File: config.mk
export PLATFORM = sky130hd
export DESIGN_NAME = mem_arbiter
export DESIGN_NICKNAME = d
export VERILOG_FILES = /design/src/rtl/mem_arbiter.sv
export SDC_FILE = /design/constraint.sdc
export NUM_CORES = 1
export LEC_CHECK = 0
export ABC_AREA = 1
export CORE_AREA = 2 2 176 178
export DETAILED_ROUTE_END_ITERATION = 10
export DIE_AREA = 0 0 178 180
export GPL_ROUTABILITY_DRIVEN = 0
export GPL_TIMING_DRIVEN = 0
export SYNTH_ARGS = -nofsm -noshare
export SYNTH_HDL_FRONTEND = slang
export SYNTH_SLANG_ARGS = --single-unit
File: constraint.sdc
create_clock -name clock -period 5.5 [get_ports clock]
set_input_delay 0.55 -clock clock [delete_from_list [all_inputs] [get_ports clock]]
set_output_delay 0.55 -clock clock [all_outputs]
set_load 0.02 [all_outputs]
File: src/rtl/mem_arbiter.sv
// Memory-port arbiter: dcache-priority request selection with bounded icache starvation,
// plus a per-tag owner table that routes each returning data block to the requester that issued it.
module mem_arbiter #(
  parameter int NUM_TAGS     = 16,
  parameter int STARVE_LIMIT = 4,
  parameter int ADDR_W       = 32,
  parameter int BLOCK_W      = 64,
  parameter int TAG_W        = $clog2(NUM_TAGS),
  parameter int CMD_W        = 2
) (
  input  logic               clock,
  input  logic               reset,
  input  logic [CMD_W-1:0]   icache_command,
  input  logic [ADDR_W-1:0]  icache_addr,
  input  logic [CMD_W-1:0]   dcache_command,
  input  logic [ADDR_W-1:0]  dcache_addr,
  input  logic [BLOCK_W-1:0] dcache_data,
  output logic               icache_grant,
  output logic               dcache_grant,
  output logic [TAG_W-1:0]   icache_transaction_tag,
  output logic [TAG_W-1:0]   dcache_transaction_tag,
  output logic [TAG_W-1:0]   icache_data_tag,
  output logic [TAG_W-1:0]   dcache_data_tag,
  output logic [BLOCK_W-1:0] icache_data,
  output logic [BLOCK_W-1:0] dcache_data_out,
  output logic [CMD_W-1:0]   proc2mem_command,
  output logic [ADDR_W-1:0]  proc2mem_addr,
  output logic [BLOCK_W-1:0] proc2mem_data,
  input  logic [TAG_W-1:0]   mem2proc_transaction_tag,
  input  logic [TAG_W-1:0]   mem2proc_data_tag,
  input  logic [BLOCK_W-1:0] mem2proc_data,
  output logic               orphan_resp
);

  localparam logic [CMD_W-1:0] MEM_NONE  = CMD_W'(0);
  localparam logic [CMD_W-1:0] MEM_LOAD  = CMD_W'(1);
  localparam logic [CMD_W-1:0] MEM_STORE = CMD_W'(2);
  localparam int               CNT_W     = $clog2(STARVE_LIMIT + 1);
  localparam logic [CNT_W-1:0] STARVE_MAX = CNT_W'(STARVE_LIMIT);

  logic [CNT_W-1:0]    starve_q, starve_d;
  logic [NUM_TAGS-1:0] valid_q, valid_d;
  logic [NUM_TAGS-1:0] owner_q, owner_d;   // 0 = icache, 1 = dcache

  logic i_act, d_act, sel_i, sel_d, accept, i_grant, d_grant, rsp_hit;

  always_comb begin
    i_act   = icache_command != MEM_NONE;
    d_act   = dcache_command != MEM_NONE;
    // dcache wins ties unless icache has been denied STARVE_LIMIT times in a row
    sel_i   = i_act && (!d_act || starve_q == STARVE_MAX);
    sel_d   = d_act && !sel_i;
    accept  = mem2proc_transaction_tag != '0;
    i_grant = reset && sel_i && accept;
    d_grant = reset && sel_d && accept;
    rsp_hit = (mem2proc_data_tag != '0) && valid_q[mem2proc_data_tag];
  end

  always_comb begin
    icache_grant           = i_grant;
    dcache_grant           = d_grant;
    icache_transaction_tag = '0;
    dcache_transaction_tag = '0;
    icache_data_tag        = '0;
    dcache_data_tag        = '0;
    icache_data            = '0;
    dcache_data_out        = '0;
    proc2mem_command       = MEM_NONE;
    proc2mem_addr          = '0;
    proc2mem_data          = '0;
    orphan_resp            = 1'b0;
    if (reset) begin
      if (sel_i) begin
        proc2mem_command = icache_command;
        proc2mem_addr    = icache_addr;
      end else if (sel_d) begin
        proc2mem_command = dcache_command;
        proc2mem_addr    = dcache_addr;
        if (dcache_command == MEM_STORE) proc2mem_data = dcache_data;
      end
      if (i_grant) icache_transaction_tag = mem2proc_transaction_tag;
      if (d_grant) dcache_transaction_tag = mem2proc_transaction_tag;
      if (mem2proc_data_tag != '0) begin
        if (!rsp_hit) begin
          orphan_resp = 1'b1;
        end else if (owner_q[mem2proc_data_tag]) begin
          dcache_data_tag = mem2proc_data_tag;
          dcache_data_out = mem2proc_data;
        end else begin
          icache_data_tag = mem2proc_data_tag;
          icache_data     = mem2proc_data;
        end
      end
    end
  end

  always_comb begin
    starve_d = starve_q;
    valid_d  = valid_q;
    owner_d  = owner_q;
    if (i_act && !i_grant) begin
      if (starve_q != STARVE_MAX) starve_d = starve_q + 1'b1;
    end else begin
      starve_d = '0;
    end
    if (rsp_hit) valid_d[mem2proc_data_tag] = 1'b0;
    // Allocation comes after retirement so a same-cycle reuse of a tag keeps the new owner
    if ((i_grant && icache_command == MEM_LOAD) || (d_grant && dcache_command == MEM_LOAD)) begin
      valid_d[mem2proc_transaction_tag] = 1'b1;
      owner_d[mem2proc_transaction_tag] = d_grant;
    end
  end

  always_ff @(posedge clock or negedge reset) begin
    if (!reset) begin
      starve_q <= '0;
      valid_q  <= '0;
      owner_q  <= '0;
    end else begin
      starve_q <= starve_d;
      valid_q  <= valid_d;
      owner_q  <= owner_d;
    end
  end

endmodule

==> run summary <==
The run finished with clean final reports. Max-capacitance violation count: 0. For the pin with the worst max-slew slack, the measured transition is 0.8087 ns. After clock tree synthesis, the clock-pin slew on the worst setup and hold paths is 0.06 ns. Ranked by instance count, the synthesized netlist is headed by sky130_fd_sc_hd__nor2_1 (202), sky130_fd_sc_hd__nand2_1 (200), sky130_fd_sc_hd__inv_1 (90), sky130_fd_sc_hd__nand3_1 (83), sky130_fd_sc_hd__nor3b_1 (64).

Headroom to the max-slew limit came out at 46.09%. Hold repair after CTS inserted 0 buffers. The first TritonRoute pass finished after 5 iterations. The number of core rows came out at 64. Data on the critical path is required at its endpoint by 4.95 ns.

Number of slew-limit violations in the final report: 0. After detailed placement, the design holds a cell count of 1678. Of the cells placed in the final design, the portion with a size suffix greater than 1 is 4.496%. In the routed design, unresolved DRC markers number 0.

In this run the biggest area consumer among cell types represents 19.32% of the synthesized area. The number of antenna violations at the first check in global routing was 0; the clock latency of the later-clocked register in the worst-skew pair was 0.28 ns. The repair_antennas step left the layout with diodes totalling 0. The worst-path maximum fanout is 36, and the maximum frequency from static timing analysis is 231.6 MHz. Sequential cells were found to cover 19.32% of the synthesized design area. Synthesis produced 832 cells. Between clock sinks in the finished design, the worst skew comes to 0.006198 ns. Number of sinks driven by the clock tree: 35. Relative to the synthesized area, the layout overhead comes to 113.2%. The x dimension of the die is 178 um, and the height of the die is 180 um. The area share of fa/ha/maj cells after synthesis came out at 0.5519%. The tools report the final hold violation count as 0. For this run, the number of Yosys warnings is 0. The type of element launching the critical path was an input port. Yosys mapped a number of flops with a built-in enable equal to 0. Leaving out filler cells and counting taps, the final layout contains 1686.

Of the total synthesized cell area, the portion taken by XOR and XNOR cells is 0.3863%. After the first detailed-routing iteration, the DRC count stood at 317. For this run the aggregate overflow at the end of global routing stands at 0. In this run, distinct cell masters in the synthesized netlist total 29.

For this design the ratio of total power to cell area is 155.5 mW/mm2. After synthesis, the share of flip-flops with an asynchronous set or reset is 100.0%. VDD sags by at most 0.00009578 V. The compound-cell area share of the yosys netlist works out to 9.823%. Area of the core: 0.03019 mm2. The cell sitting at the root of the clock tree is a sky130_fd_sc_hd__clkbuf_16. The TritonCTS buffer count was 5.

The leading register cell type out of synthesis is sky130_fd_sc_hd__dfrtp_1. The initial utilization of the core area, before any placement, comes to 15.02%. The die area was 0.03204 mm2; the total global-route track usage was 17.68%. The synthesized-area fraction occupied by and/or/nand/nor cells works out to 54.50%. The tools report the type of destination of the critical path as a primary output. Counting flops and latches in the post-synthesis netlist gives 35.

Detailed placement finished with a half-perimeter wire length of 25720 um. Dominant combinational cell family by area after synthesis: simple AND/OR/NAND/NOR gates. The mean post-synth cell area was 5.450 um2; the port buffer count was 450.

Measured in cells, the most critical reg-to-reg path has a length of 10. The category of the critical setup timing path is input port to primary output. Synthesis produced a netlist with a net count of 1040. After routing, the total negative slack on setup checks comes to 0 ns.

The number of global-route vias before repair was 7024. Post-CTS repair changed the size of 0 cells. The worst path needs 4.319 ns of the cycle, external delays included. After synthesis, the share of cell area in mux cells is 0%.

At the worst endpoint, the arrival time is 3.77 ns. Entering global routing, the biggest net connects 37 pins. The average routed wire per standard cell came out at 17.56 um. TritonCTS built the clock tree.

The H-tree was split into 2 levels. The static power due to leakage came out at 0.004316 uW. Setup violations remaining at the end of the flow were counted as 0.

Setup repair after global routing left no endpoint under its margin. 451 I/O pins were placed. For the count of antenna-violating nets left after detailed routing, the log shows 0. Yosys attributes the largest share of cell area to sky130_fd_sc_hd__dfrtp_1 (19%), sky130_fd_sc_hd__nor2_1 (17%), sky130_fd_sc_hd__nand2_1 (17%).

The final wirelength is 29610 um. Maximum buffer depth of the clock tree: 2. The path class of the tightest hold or removal check is input port to asynchronous set/reset pin. After the last flow step, the layout net total stands at 1497.

Number of vias in the routed layout: 7138. Dominant cell by count in the synthesized netlist: sky130_fd_sc_hd__nor2_1. Dividing the detail-routed via count by the number of cells gives 4.234. The cell area that synthesis handed to floorplanning was 0.004534 mm2. After layout, the worst path uses 78.52% of the clock period. Buffers added to address setup during post-CTS repair amount to 0.

The run gives 42870 um as the global-route wire length before repair. The largest total area in the synthesized netlist belongs to sky130_fd_sc_hd__dfrtp_1.
layer usage:
metal	global-route usage, %	part of all wire [%]
met5	0	0
met4	6.295	3.6
met3	3.109	7.0
met2	33.40	52
met1	19.43	38
power by group:
part / switching, uW / total, uW / internal (uW)
combinational: 516 / 913 / 397
sequential: 21.5 / 321 / 299
clock: 103 / 270 / 167
total: 640 / 1500 / 863
critical path, cell delays in order:
cell	delay, ns
sky130_fd_sc_hd__buf_2	0.61
sky130_fd_sc_hd__buf_2	0.39
sky130_fd_sc_hd__clkbuf_1	0.42
sky130_fd_sc_hd__buf_1	0.52
sky130_fd_sc_hd__nand2_1	0.22
sky130_fd_sc_hd__inv_1	0.09
sky130_fd_sc_hd__nand3_1	0.07
sky130_fd_sc_hd__nor2_1	0.21
sky130_fd_sc_hd__clkdlybuf4s50_1	0.66
path summary, 6_finish.rpt:
path                             start         endpoint  slack [ns]
setup / recovery                 reset  icache_data[60]        1.18
hold / removal                   reset      owner_q[15]        0.36
setup reg to reg           starve_q[0]      owner_q[13]        3.21
hold reg to reg             valid_q[0]       valid_q[0]        0.46
max in group asynchronous        reset      starve_q[2]        4.62
min in group clock          valid_q[0]       valid_q[0]        0.46
metrics by stage:
stage               hold slack [ns]  util, %  power, uW  setup WS, ns  cell area [um2]
floorplan                    0.2544        -      774.5         3.047             4534
global placement             0.4438    31.58       1237       0.09566             9534
detailed placement           0.4517    31.56       1245         1.138             9529
CTS                          0.4038    32.02       1517         1.128             9667
global route                 0.4334    32.02       1601        0.9477             9667
finish                       0.3603    32.02       1503         1.181             9667
flip-flops by register name, indices dropped and copies added, names as in the netlist:
signal	flops
owner_q	16
starve_q	3
valid_q	16
layout make-up:
| cell class | instances | area, um2 |
|---|---|---|
| Buffer | 68 | 335.3 |
| Clock buffer | 7 | 132.6 |
| Clock inverter | 1 | 5.005 |
| Fill cell | 3291 | 20520 |
| Inverter | 97 | 364.1 |
| Multi-Input combinational cell | 632 | 2959 |
| Sequential cell | 35 | 875.8 |
| Tap cell | 396 | 495.5 |
| Timing Repair Buffer | 450 | 4499 |
cell families (layout without fill, tap and decap cells):
logic type	after synthesis	after routing
AND/OR/NAND/NOR	558	558
buffers and inverters	165	623
AO/OA/AOI/OAI	70	70
flip-flops	35	35
adder cells (fa/ha/maj)	2	2
XOR/XNOR	2	2
cells in the final DEF (no fill, tap or decap), types with 2 or more instances in the layout:
cell                              instances
sky130_fd_sc_hd__nand2_1                200
sky130_fd_sc_hd__clkbuf_1                29
sky130_fd_sc_hd__inv_1                   90
sky130_fd_sc_hd__clkbuf_16                5
sky130_fd_sc_hd__buf_2                   32
sky130_fd_sc_hd__buf_1                    3
sky130_fd_sc_hd__buf_4                    3
sky130_fd_sc_hd__a22oi_1                 32
sky130_fd_sc_hd__inv_2                    6
sky130_fd_sc_hd__nor2_1                 202
sky130_fd_sc_hd__a21oi_1                  4
sky130_fd_sc_hd__o21ai_0                 31
sky130_fd_sc_hd__nand2_2                  2
sky130_fd_sc_hd__nand3b_1                 2
sky130_fd_sc_hd__clkdlybuf4s50_1        449
sky130_fd_sc_hd__ha_1                     2
sky130_fd_sc_hd__buf_6                    4
sky130_fd_sc_hd__nand3_1                 83
sky130_fd_sc_hd__nor3b_1                 64
sky130_fd_sc_hd__dfrtp_1                 35
No activity file was read; power rests on OpenSTA's default activity.
